**src/rtl/fisc_defines.sv**
```systemverilog
// Shared FISC width definitions.
`ifndef FISC_DEFINES_SV
`define FISC_DEFINES_SV

`define R_FMT_OPCODE_SZ 12

`endif

```
**src/rtl/fisc_dispatch_pkg.sv**
```systemverilog
// Types and constants shared by the microcode dispatch slice.
`ifndef R_FMT_OPCODE_SZ
`include "fisc_defines.sv"
`endif

package fisc_dispatch_pkg;

   localparam int unsigned OPCODE_W     = `R_FMT_OPCODE_SZ;
   // Consecutive eos-high cycles that close a segment.
   localparam int unsigned EOS_HIGH_RUN = 2;

   typedef enum logic [2:0] {
      ST_IDLE,
      ST_ISSUE,
      ST_WAIT_LOW,
      ST_WAIT_HIGH,
      ST_RETIRE
   } dispatch_state_t;

endpackage

```
**src/rtl/dispatch_fifo.sv**
```systemverilog
// Opcode queue: power-of-two depth, synchronous flush, occupancy output.
module dispatch_fifo #(
   parameter int unsigned DEPTH = 4,
   parameter int unsigned WIDTH = 8
) (
   input  logic                     clk,
   input  logic                     rst,
   input  logic                     push,
   input  logic [WIDTH-1:0]         wdata,
   input  logic                     pop,
   input  logic                     flush,
   output logic [WIDTH-1:0]         rdata,
   output logic                     full,
   output logic                     empty,
   output logic [$clog2(DEPTH):0]   level
);

   localparam int unsigned     PTR_W    = $clog2(DEPTH);
   localparam logic [PTR_W:0]  FULL_CNT = (PTR_W + 1)'(DEPTH);

   logic [WIDTH-1:0] mem [DEPTH];
   logic [PTR_W-1:0] wr_ptr;
   logic [PTR_W-1:0] rd_ptr;
   logic [PTR_W:0]   count;
   logic             do_push;
   logic             do_pop;

   assign full    = (count == FULL_CNT);
   assign empty   = (count == '0);
   assign level   = count;
   assign rdata   = mem[rd_ptr];
   // Flush wins over both ports, so a push in the flush cycle is dropped.
   assign do_push = push && !full && !flush;
   assign do_pop  = pop && !empty && !flush;

   always_ff @(posedge clk) begin
      if (do_push) begin
         mem[wr_ptr] <= wdata;
      end
   end

   always_ff @(posedge clk) begin
      if (rst || flush) begin
         wr_ptr <= '0;
         rd_ptr <= '0;
         count  <= '0;
      end else begin
         if (do_push) begin
            wr_ptr <= wr_ptr + PTR_W'(1);
         end
         if (do_pop) begin
            rd_ptr <= rd_ptr + PTR_W'(1);
         end
         unique case ({do_push, do_pop})
            2'b10:   count <= count + (PTR_W + 1)'(1);
            2'b01:   count <= count - (PTR_W + 1)'(1);
            default: count <= count;
         endcase
      end
   end

endmodule

```
**src/rtl/microcode_dispatch.sv**
```systemverilog
// Queues opcodes and sequences one microcode segment at a time (sos .. eos .. retire).
// Optional watchdog: define DISPATCH_WATCHDOG_EN.
`ifndef R_FMT_OPCODE_SZ
`include "fisc_defines.sv"
`endif

module microcode_dispatch
   import fisc_dispatch_pkg::*;
#(
   parameter int unsigned FIFO_DEPTH = 4,
   parameter int unsigned WDOG_LIMIT = 255
) (
   input  logic                          clk,
   input  logic                          rst,
   input  logic                          instr_valid,
   input  logic [`R_FMT_OPCODE_SZ-1:0]   instr_opcode,
   output logic                          instr_ready,
   input  logic                          flush,
   output logic                          sos,
   output logic [`R_FMT_OPCODE_SZ-1:0]   microcode_opcode,
   input  logic                          ucode_eos,
   output logic                          busy,
   output logic                          retire,
   output logic [15:0]                   retire_count,
   output logic [$clog2(FIFO_DEPTH):0]   fifo_level,
   output logic                          wdog_err
);

   if (FIFO_DEPTH < 2 || FIFO_DEPTH > 16 || (FIFO_DEPTH & (FIFO_DEPTH - 1)) != 0 ||
       WDOG_LIMIT < 2) begin : g_bad_cfg
      $error("microcode_dispatch: unsupported FIFO_DEPTH or WDOG_LIMIT");
   end

   dispatch_state_t       state;
   dispatch_state_t       state_raw;
   dispatch_state_t       state_nxt;
   logic [1:0]            hi_cnt;
   logic [1:0]            hi_cnt_nxt;
   logic                  fifo_pop;
   logic                  fifo_full;
   logic                  fifo_empty;
   logic [OPCODE_W-1:0]   fifo_head;
   logic                  waiting;
   logic                  wdog_trip;

   dispatch_fifo #(
      .DEPTH (FIFO_DEPTH),
      .WIDTH (OPCODE_W)
   ) u_fifo (
      .clk   (clk),
      .rst   (rst),
      .push  (instr_valid),
      .wdata (instr_opcode),
      .pop   (fifo_pop),
      .flush (flush),
      .rdata (fifo_head),
      .full  (fifo_full),
      .empty (fifo_empty),
      .level (fifo_level)
   );

   assign instr_ready = !fifo_full;
   assign sos         = (state == ST_ISSUE);
   assign retire      = (state == ST_RETIRE);
   assign busy        = (state != ST_IDLE);
   assign waiting     = (state == ST_WAIT_LOW) || (state == ST_WAIT_HIGH);

   always_comb begin
      state_raw  = state;
      hi_cnt_nxt = hi_cnt;
      fifo_pop   = 1'b0;
      unique case (state)
         ST_IDLE: begin
            // A flushed queue must not launch its head in the same cycle.
            if (!fifo_empty && !flush) begin
               fifo_pop  = 1'b1;
               state_raw = ST_ISSUE;
            end
         end
         ST_ISSUE: begin
            state_raw = ST_WAIT_LOW;
         end
         ST_WAIT_LOW: begin
            if (!ucode_eos) begin
               state_raw  = ST_WAIT_HIGH;
               hi_cnt_nxt = '0;
            end
         end
         ST_WAIT_HIGH: begin
            if (ucode_eos) begin
               if (hi_cnt == 2'(EOS_HIGH_RUN - 1)) begin
                  state_raw = ST_RETIRE;
               end else begin
                  hi_cnt_nxt = hi_cnt + 2'd1;
               end
            end else begin
               hi_cnt_nxt = '0;
            end
         end
         ST_RETIRE: begin
            state_raw = ST_IDLE;
         end
         default: begin
            state_raw = ST_IDLE;
         end
      endcase
   end

   assign state_nxt = wdog_trip ? ST_IDLE : state_raw;

   always_ff @(posedge clk) begin
      if (rst) begin
         state            <= ST_IDLE;
         hi_cnt           <= '0;
         microcode_opcode <= '0;
         retire_count     <= '0;
      end else begin
         state  <= state_nxt;
         hi_cnt <= hi_cnt_nxt;
         if (fifo_pop) begin
            microcode_opcode <= fifo_head;
         end
         if (state == ST_RETIRE) begin
            retire_count <= retire_count + 16'd1;
         end
      end
   end

`ifdef DISPATCH_WATCHDOG_EN
   localparam int unsigned WDOG_W = $clog2(WDOG_LIMIT + 1);

   logic [WDOG_W-1:0] wdog_cnt;
   logic              wdog_err_q;

   // A segment that completes on the limit cycle still retires normally.
   assign wdog_trip = waiting && (state_raw != ST_RETIRE) &&
                      (wdog_cnt == WDOG_W'(WDOG_LIMIT - 1));
   assign wdog_err  = wdog_err_q;

   always_ff @(posedge clk) begin
      if (rst) begin
         wdog_cnt   <= '0;
         wdog_err_q <= 1'b0;
      end else begin
         if (state == ST_ISSUE) begin
            wdog_cnt <= '0;
         end else if (waiting) begin
            wdog_cnt <= wdog_cnt + WDOG_W'(1);
         end
         if (wdog_trip) begin
            wdog_err_q <= 1'b1;
         end
      end
   end
`else
   logic unused_waiting;

   assign unused_waiting = waiting;
   assign wdog_trip      = 1'b0;
   assign wdog_err       = 1'b0;
`endif

endmodule

```
**config.mk**
```make
export PLATFORM = sky130hd
export DESIGN_NAME = microcode_dispatch
export DESIGN_NICKNAME = d
export VERILOG_FILES = /design/src/rtl/fisc_dispatch_pkg.sv /design/src/rtl/dispatch_fifo.sv /design/src/rtl/microcode_dispatch.sv
export VERILOG_INCLUDE_DIRS = /design/src /design/src/rtl
export SDC_FILE = /design/constraint.sdc
export NUM_CORES = 1
export LEC_CHECK = 0
export CAP_MARGIN = 40
export CORE_MARGIN = 2
export CORE_UTILIZATION = 58
export DETAILED_ROUTE_END_ITERATION = 12
export PLACE_DENSITY = 0.84
export RECOVER_POWER = 50
export REMOVE_ABC_BUFFERS = 1
export SLEW_MARGIN = 20
export SYNTH_ARGS = -nofsm -noshare
export SYNTH_HDL_FRONTEND = slang
export SYNTH_HIERARCHICAL = 1
export SYNTH_SLANG_ARGS = --single-unit
```
**constraint.sdc**
```tcl
create_clock -name clk -period 5.9 [get_ports clk]
set_input_delay 1.18 -clock clk [delete_from_list [all_inputs] [get_ports clk]]
set_output_delay 1.18 -clock clk [all_outputs]
set_load 0.01 [all_outputs]
```
==> results.toml, run 1 <==
[clocking]
clockBufferDepth = 2
htreeDepth = 3
ctsResizeCount = 0
post_cts_buffers = 0
clock_sinks = 90
cts_buffers = 9
root_buffer = "clkbuf_8"
cts_tree = "yes"
hold_buffers = 0
clk-insertion-delay-late_ps = 340
path_clk_slew_ps = 80

[placement]
pre_cts_slack_ps = 1390
place.gp.congestion = 0.801
dp_hpwl_um = 4500
portBuffers = 51
dpl_cell_area_mm2 = 0.00424

[timing]
max_slew_margin_pct = -12.0
finalSetupTns_ps = 0
rsz0062_at_grt = "no"
max_slew.worst_pin.slew_ps = 1680
max_freq_ghz = 0.238
finalSetupViolCount = 0
hold_viol = 0
clock_skew_ps = 8.64
drv_slew = 40
period_share_pct = 71.3
period_needed_ps = 4210
finalWorstSetupSlack_ps = 1690

[critical_path]
cp.required_ps = 6170
setup.worst_path.end_class = "register"
crit_path_start_kind = "primary input"
worstPathMaxFanout = 14
cp.arrival_ps = 4480
path_buf_inv = 3
slowest_delay_ps = 570
critical_path_class = "in -> reg"
path_cells = "clkdlybuf4s50_1, or3_4, clkinv_2, nor3b_1, ha_1, inv_1, fa_1, xor2_1, or3_2, a21oi_1"
critPathTopFamily = "simple AND/OR/NAND/NOR gates"
slowest_stage = "nor3b_1"

[synth]
syn_area_per_cell_um2 = 12.6
synth-seq-area-share_pct = 61.6
synth_area_mm2 = 0.00371
ys_seq_elements = 90
synth_edf_count = 48
ys.flop_type = "edfxtp_1"
ys_types = 48
ys_async_sr_fraction_pct = 0
synth_cells = 294
yosys_warnings = 6

[cells_and_area]
final_common_cell = "edfxtp_1"
drive_gt1_share_pct = 12.6
final_area_mm2 = 0.00445
antennaDiodeCount = 0
multi_input_area_mm2 = 0.00130
fillers = 433
nNetsFinal = 368
final_util_pct = 70.9
syn_to_final_growth_pct = 20.0
final_cell_mix = "edfxtp_1, dfxtp_1, nand2_1"
seq_area_mm2 = 0.00228

[route]
drt-pass1-iter-count = 4
wl_per_cell_um = 15.6
routed_wl_um = 6640
drt-initial-drc-count = 148
vias = 2370
ant_nets = 0
drc = 0
via_per_inst = 5.58

[floorplan]
initial_core_util_pct = 59.0
core_mm2 = 0.00628
die_w_um = 83.9
dieArea_mm2 = 0.00705
dieHeight_um = 83.9
rows = 29
num_io_pins = 53

[pwr]
p_total_mw = 1.12
irDropWorstVdd_v = 0.000169
leakagePower_nw = 1.45
cellPowerDensity_mw_per_mm2 = 251

[flow_run]
maxCapViolations = 1

[run_status]
violations = "capacitance limit, slew limit"
status = "complete, but fails checks"

[grt]
antenna_found_initial = 0
overflow = 0
grt_pass1_vias = 2388
grt_max_degree = 40
track_usage_pct = 20.1
grt_pass1_wl_um = 11000

[worst_hold_path]
min_path_type = "reg -> reg"
==> metrics by stage <==
| stage | hold WS (ps) | cells |
|---|---|---|
| 6_report | 453 | 425 |
| 2_1_floorplan | 438 | 279 |
| 3_3_place_gp | 445 | 408 |
| 3_5_place_dp | 449 | 408 |
| 4_1_cts | 461 | 424 |
| 5_1_grt | 481 | 425 |
==> worst paths after layout <==
path                                                   startpoint                                end  slack (ps)  cells after the start
worst min-delay path            microcode_opcode[10]$_SDFFE_PP0P_  microcode_opcode[10]$_SDFFE_PP0P_         450                      2
worst max-delay path                                        flush       u_fifo/level[2]$_SDFFE_PP0P_        1690                     10
worst min register to register  microcode_opcode[10]$_SDFFE_PP0P_  microcode_opcode[10]$_SDFFE_PP0P_         450                      2
worst max register to register              state[2]$_SDFFE_PP0P_       u_fifo/level[2]$_SDFFE_PP0P_        2350                     10
==> worst register-to-register path: stages, from the launching register on <==
cell      delay, ps
dfxtp_1         410
or3_4           430
or3_4           420
clkinv_2        200
nor3b_1         570
ha_1            300
inv_1            70
fa_1            380
xor2_1          160
or3_2           410
a21oi_1         140
==> sequential cells by signal (all words and copies together), names as in the netlist, named ones only <==
register	cells
hi_cnt	2
state	3
u_fifo/level	3
microcode_opcode	12
u_fifo/rd_ptr	2
u_fifo/wr_ptr	2
u_fifo/mem	48
retire_count	16
==> logic make-up (layout without fill, tap and decap cells) <==
family | Yosys count | count (layout) | synth area share, %
multiplexers | 16 | 16 | 8.41
flip-flops | 90 | 90 | 61.6
adder cells (fa/ha/maj) | 8 | 8 | 2.90
XOR/XNOR | 14 | 14 | 3.31
AO/OA/AOI/OAI | 30 | 30 | 4.93
AND/OR/NAND/NOR | 109 | 109 | 15.5
buffers and inverters | 26 | 80 | 3.27
other | 1 | 1 | 0.101
==> power by group <==
group | switching [mW] | leakage (nW) | internal (mW)
logic | 0.0234 | 0.578 | 0.0207
registers | 0.00338 | 0.775 | 0.665
clock network | 0.208 | 0.0925 | 0.197
==> layout make-up <==
class,count,share of cell area (%)
clock inverter,6,1.52
clock buffer,10,2.87
timing repair buffer,53,11.9
inverter,11,0.956
sequential,90,51.3
multi-input combinational,178,29.3
tap,77,2.17
==> synthesized netlist by cell type (all sizes together), types with 2 or more instances <==
cell / n / area, um^2
nand2b: 6 / 37.5
or3: 4 / 36.3
nor4: 5 / 43.8
a211oi: 2 / 15.0
nor3b: 3 / 27.5
nor2: 27 / 101
xnor2: 9 / 78.8
nand2: 31 / 116
a21oi: 20 / 100
clkbuf: 6 / 23.8
buf: 9 / 55.0
o31ai: 2 / 20.0
mux4: 12 / 270
a31o: 2 / 17.5
nand4: 5 / 31.3
ha: 7 / 87.6
edfxtp: 48 / 1440
and3: 4 / 30.0
nor3: 7 / 35.0
nor2b: 2 / 12.5
nand4bb: 2 / 22.5
nand3: 8 / 40.0
dfxtp: 42 / 841
xor2: 5 / 43.8
inv: 10 / 37.5
mux2i: 3 / 30.0
==> metal layers <==
metal	track usage (%)	vias up	share of wire (%)
met5	0	-	0
met4	9.24	0	1.7
met3	3.76	9	5.3
met2	33.7	62	51
met1	25.5	1149	42
li1	-	1150	-
Note: power is estimated with default switching activity, not from simulation.
==> inputs of run 2 (changes only) <==
Settings changed: CORE_UTILIZATION 58 to 49, PLACE_DENSITY 0.84 to 0.76.
Clock period 5.9 ns to 3.8 ns, I/O delays scaled along.
==> run 2 against run 1 <==
  * The run now ends clean
  * Power up 60%
  * Utilization down 9.0 points
  * Flip-flop and latch count unchanged
  * Sequential power up 55%
  * Clock-buffer cell count up 1
  * Clock skew up 1.5 ps
  * Critical path type unchanged
  * Cell area up 1.4%
  * Clock power up 69%
  * Sequential share of layout area down 0.70 points
  * Die area up 17%
==> results.toml, run 2 (synthesis results as in run 1) <==
[critical_path]
worstSetupStartpoint = "flush"
timing.rr.end = "u_fifo/level[2]$_SDFFE_PP0P_"
critical_path_depth = 10
slowest_stage = "dlygate4sd3_1"
path_cells = "dlygate4sd3_1, or3_4, clkinv_2, nor3b_1, ha_1, inv_1, fa_1, xor2_1, or3_2, a21oi_1"
worstPathMaxFanout = 13
ff2ff_path_depth = 10
ff2ff_setup_slack_ps = 740
worstSetupEndpoint = "u_fifo/level[2]$_SDFFE_PP0P_"
crit_path_start_kind = "primary input"
path_buf_inv = 3
setup.worst_path.end_class = "register"
critical_path_class = "in -> reg"
cp.arrival_ps = 3550
crit-reg2reg-launch = "state[2]$_SDFFE_PP0P_"
critPathTopFamily = "simple AND/OR/NAND/NOR gates"
slowest_delay_ps = 570
cp.required_ps = 4080

[run_status]
status = "completed"

[route]
wl_per_cell_um = 14.9
ant_nets = 0
routed_wl_um = 6700
vias = 2359
drt-initial-drc-count = 144
drt-pass1-iter-count = 4
via_per_inst = 5.23
drc = 0

[pwr]
p_total_mw = 1.79
irDropWorstVdd_v = 0.000166
leakagePower_nw = 1.45
cellPowerDensity_mw_per_mm2 = 397

[grt]
grt_pass1_vias = 2227
track_usage_pct = 16.8
antenna_found_initial = 0
grt_pass1_wl_um = 10900
use_met2_pct = 27.5
top_usage_layer = "met2"
grt_max_degree = 17
met3_usage_pct = 3.90
gr-usage-met1_pct = 22.4
overflow = 0

[placement]
dp_hpwl_um = 4530
dpl_cell_area_mm2 = 0.00430
place.gp.congestion = 0.792
pre_cts_slack_ps = 317
portBuffers = 51

[flow_run]
maxCapViolations = 0

[clocking]
htreeDepth = 3
cts_tree = "yes"
root_buffer = "clkbuf_8"
path_clk_slew_ps = 80
clk-insertion-delay-late_ps = 340
clockBufferDepth = 2
hold_buffers = 0
clock_sinks = 90
ctsResizeCount = 0
post_cts_buffers = 0
cts_buffers = 9

[cells_and_area]
antennaDiodeCount = 0
syn_to_final_growth_pct = 21.7
final_cell_mix = "edfxtp_1, dfxtp_1, clkdlybuf4s50_1"
drive_gt1_share_pct = 12.5
regMostFlops = "u_fifo/mem"
largest_reg_flops = 48
nNetsFinal = 372
final_area_mm2 = 0.00451
fillers = 605
reg.largest.list = "u_fifo/mem x48, retire_count x16, microcode_opcode x12"
final_common_cell = "edfxtp_1"

[timing]
finalSetupTns_ps = 0
drv_slew = 0
period_share_pct = 86.1
period_needed_ps = 3270
timing.hold.ws_ps = 451
finalWorstSetupSlack_ps = 530
rsz0062_at_grt = "no"
finalSetupViolCount = 0
max_freq_ghz = 0.306
hold_viol = 0
max_slew.worst_pin.slew_ps = 742
max_slew_margin_pct = 50.5
clock_skew_ps = 10.1

[floorplan]
initial_core_util_pct = 50.8
num_io_pins = 53
core_mm2 = 0.00729
dieArea_mm2 = 0.00827
die_w_um = 91.0
dieHeight_um = 91.0
rows = 31

[worst_hold_path]
min_path_type = "reg -> reg"
run 2: layout make-up:
cell class | instances | area (um^2) | share of cell area (%)
clock buffer | 11 | 131 | 2.91
clock inverter | 5 | 77.6 | 1.72
inverter | 11 | 42.5 | 0.943
multi-input combinational | 178 | 1300 | 28.8
sequential | 90 | 2280 | 50.6
tap | 99 | 124 | 2.75
timing repair buffer | 57 | 552 | 12.2
run 2: layer usage:
metal  share of wire (%)  wire length (um)
met1                  44              2960
met2                  50              3370
met3                 4.4               297
met4                 1.1                71
met5                   0                 0
run 2: where the power goes:
group	total, mW	internal, mW	switching (mW)
sequential	1.04	1.03	0.00522
clock	0.685	0.370	0.314
combinational	0.0692	0.0326	0.0367
run 2: worst min path at each step:
stage                                           startpoint                               end  depth (start not counted)
final                     microcode_opcode[7]$_SDFFE_PP0P_  microcode_opcode[7]$_SDFFE_PP0P_                          2
after global routing      microcode_opcode[5]$_SDFFE_PP0P_  microcode_opcode[5]$_SDFFE_PP0P_                          2
after CTS                 microcode_opcode[7]$_SDFFE_PP0P_  microcode_opcode[7]$_SDFFE_PP0P_                          2
after detailed placement  microcode_opcode[7]$_SDFFE_PP0P_  microcode_opcode[7]$_SDFFE_PP0P_                          2
after global placement    microcode_opcode[7]$_SDFFE_PP0P_  microcode_opcode[7]$_SDFFE_PP0P_                          2
after floorplan                     hi_cnt[0]$_SDFFE_PP0P_            hi_cnt[0]$_SDFFE_PP0P_                          1
run 2: worst reg2reg max path: cells and delay by family (launching register included):
kind                     cells  cell delay, ps
AND/OR/NAND/NOR              4            1530
adder cells (fa/ha/maj)      2             620
flip-flops                   1             410
XOR/XNOR                     1             160
AO/OA/AOI/OAI                1             150
buffers and inverters        2             140
run 2: through the flow:
step | instances | utilization [%]
2_1_floorplan | 279 | -
3_3_place_gp | 434 | 59.0
3_5_place_dp | 434 | 59.0
4_1_cts | 450 | 61.8
5_1_grt | 451 | 61.8
6_report | 451 | 61.8
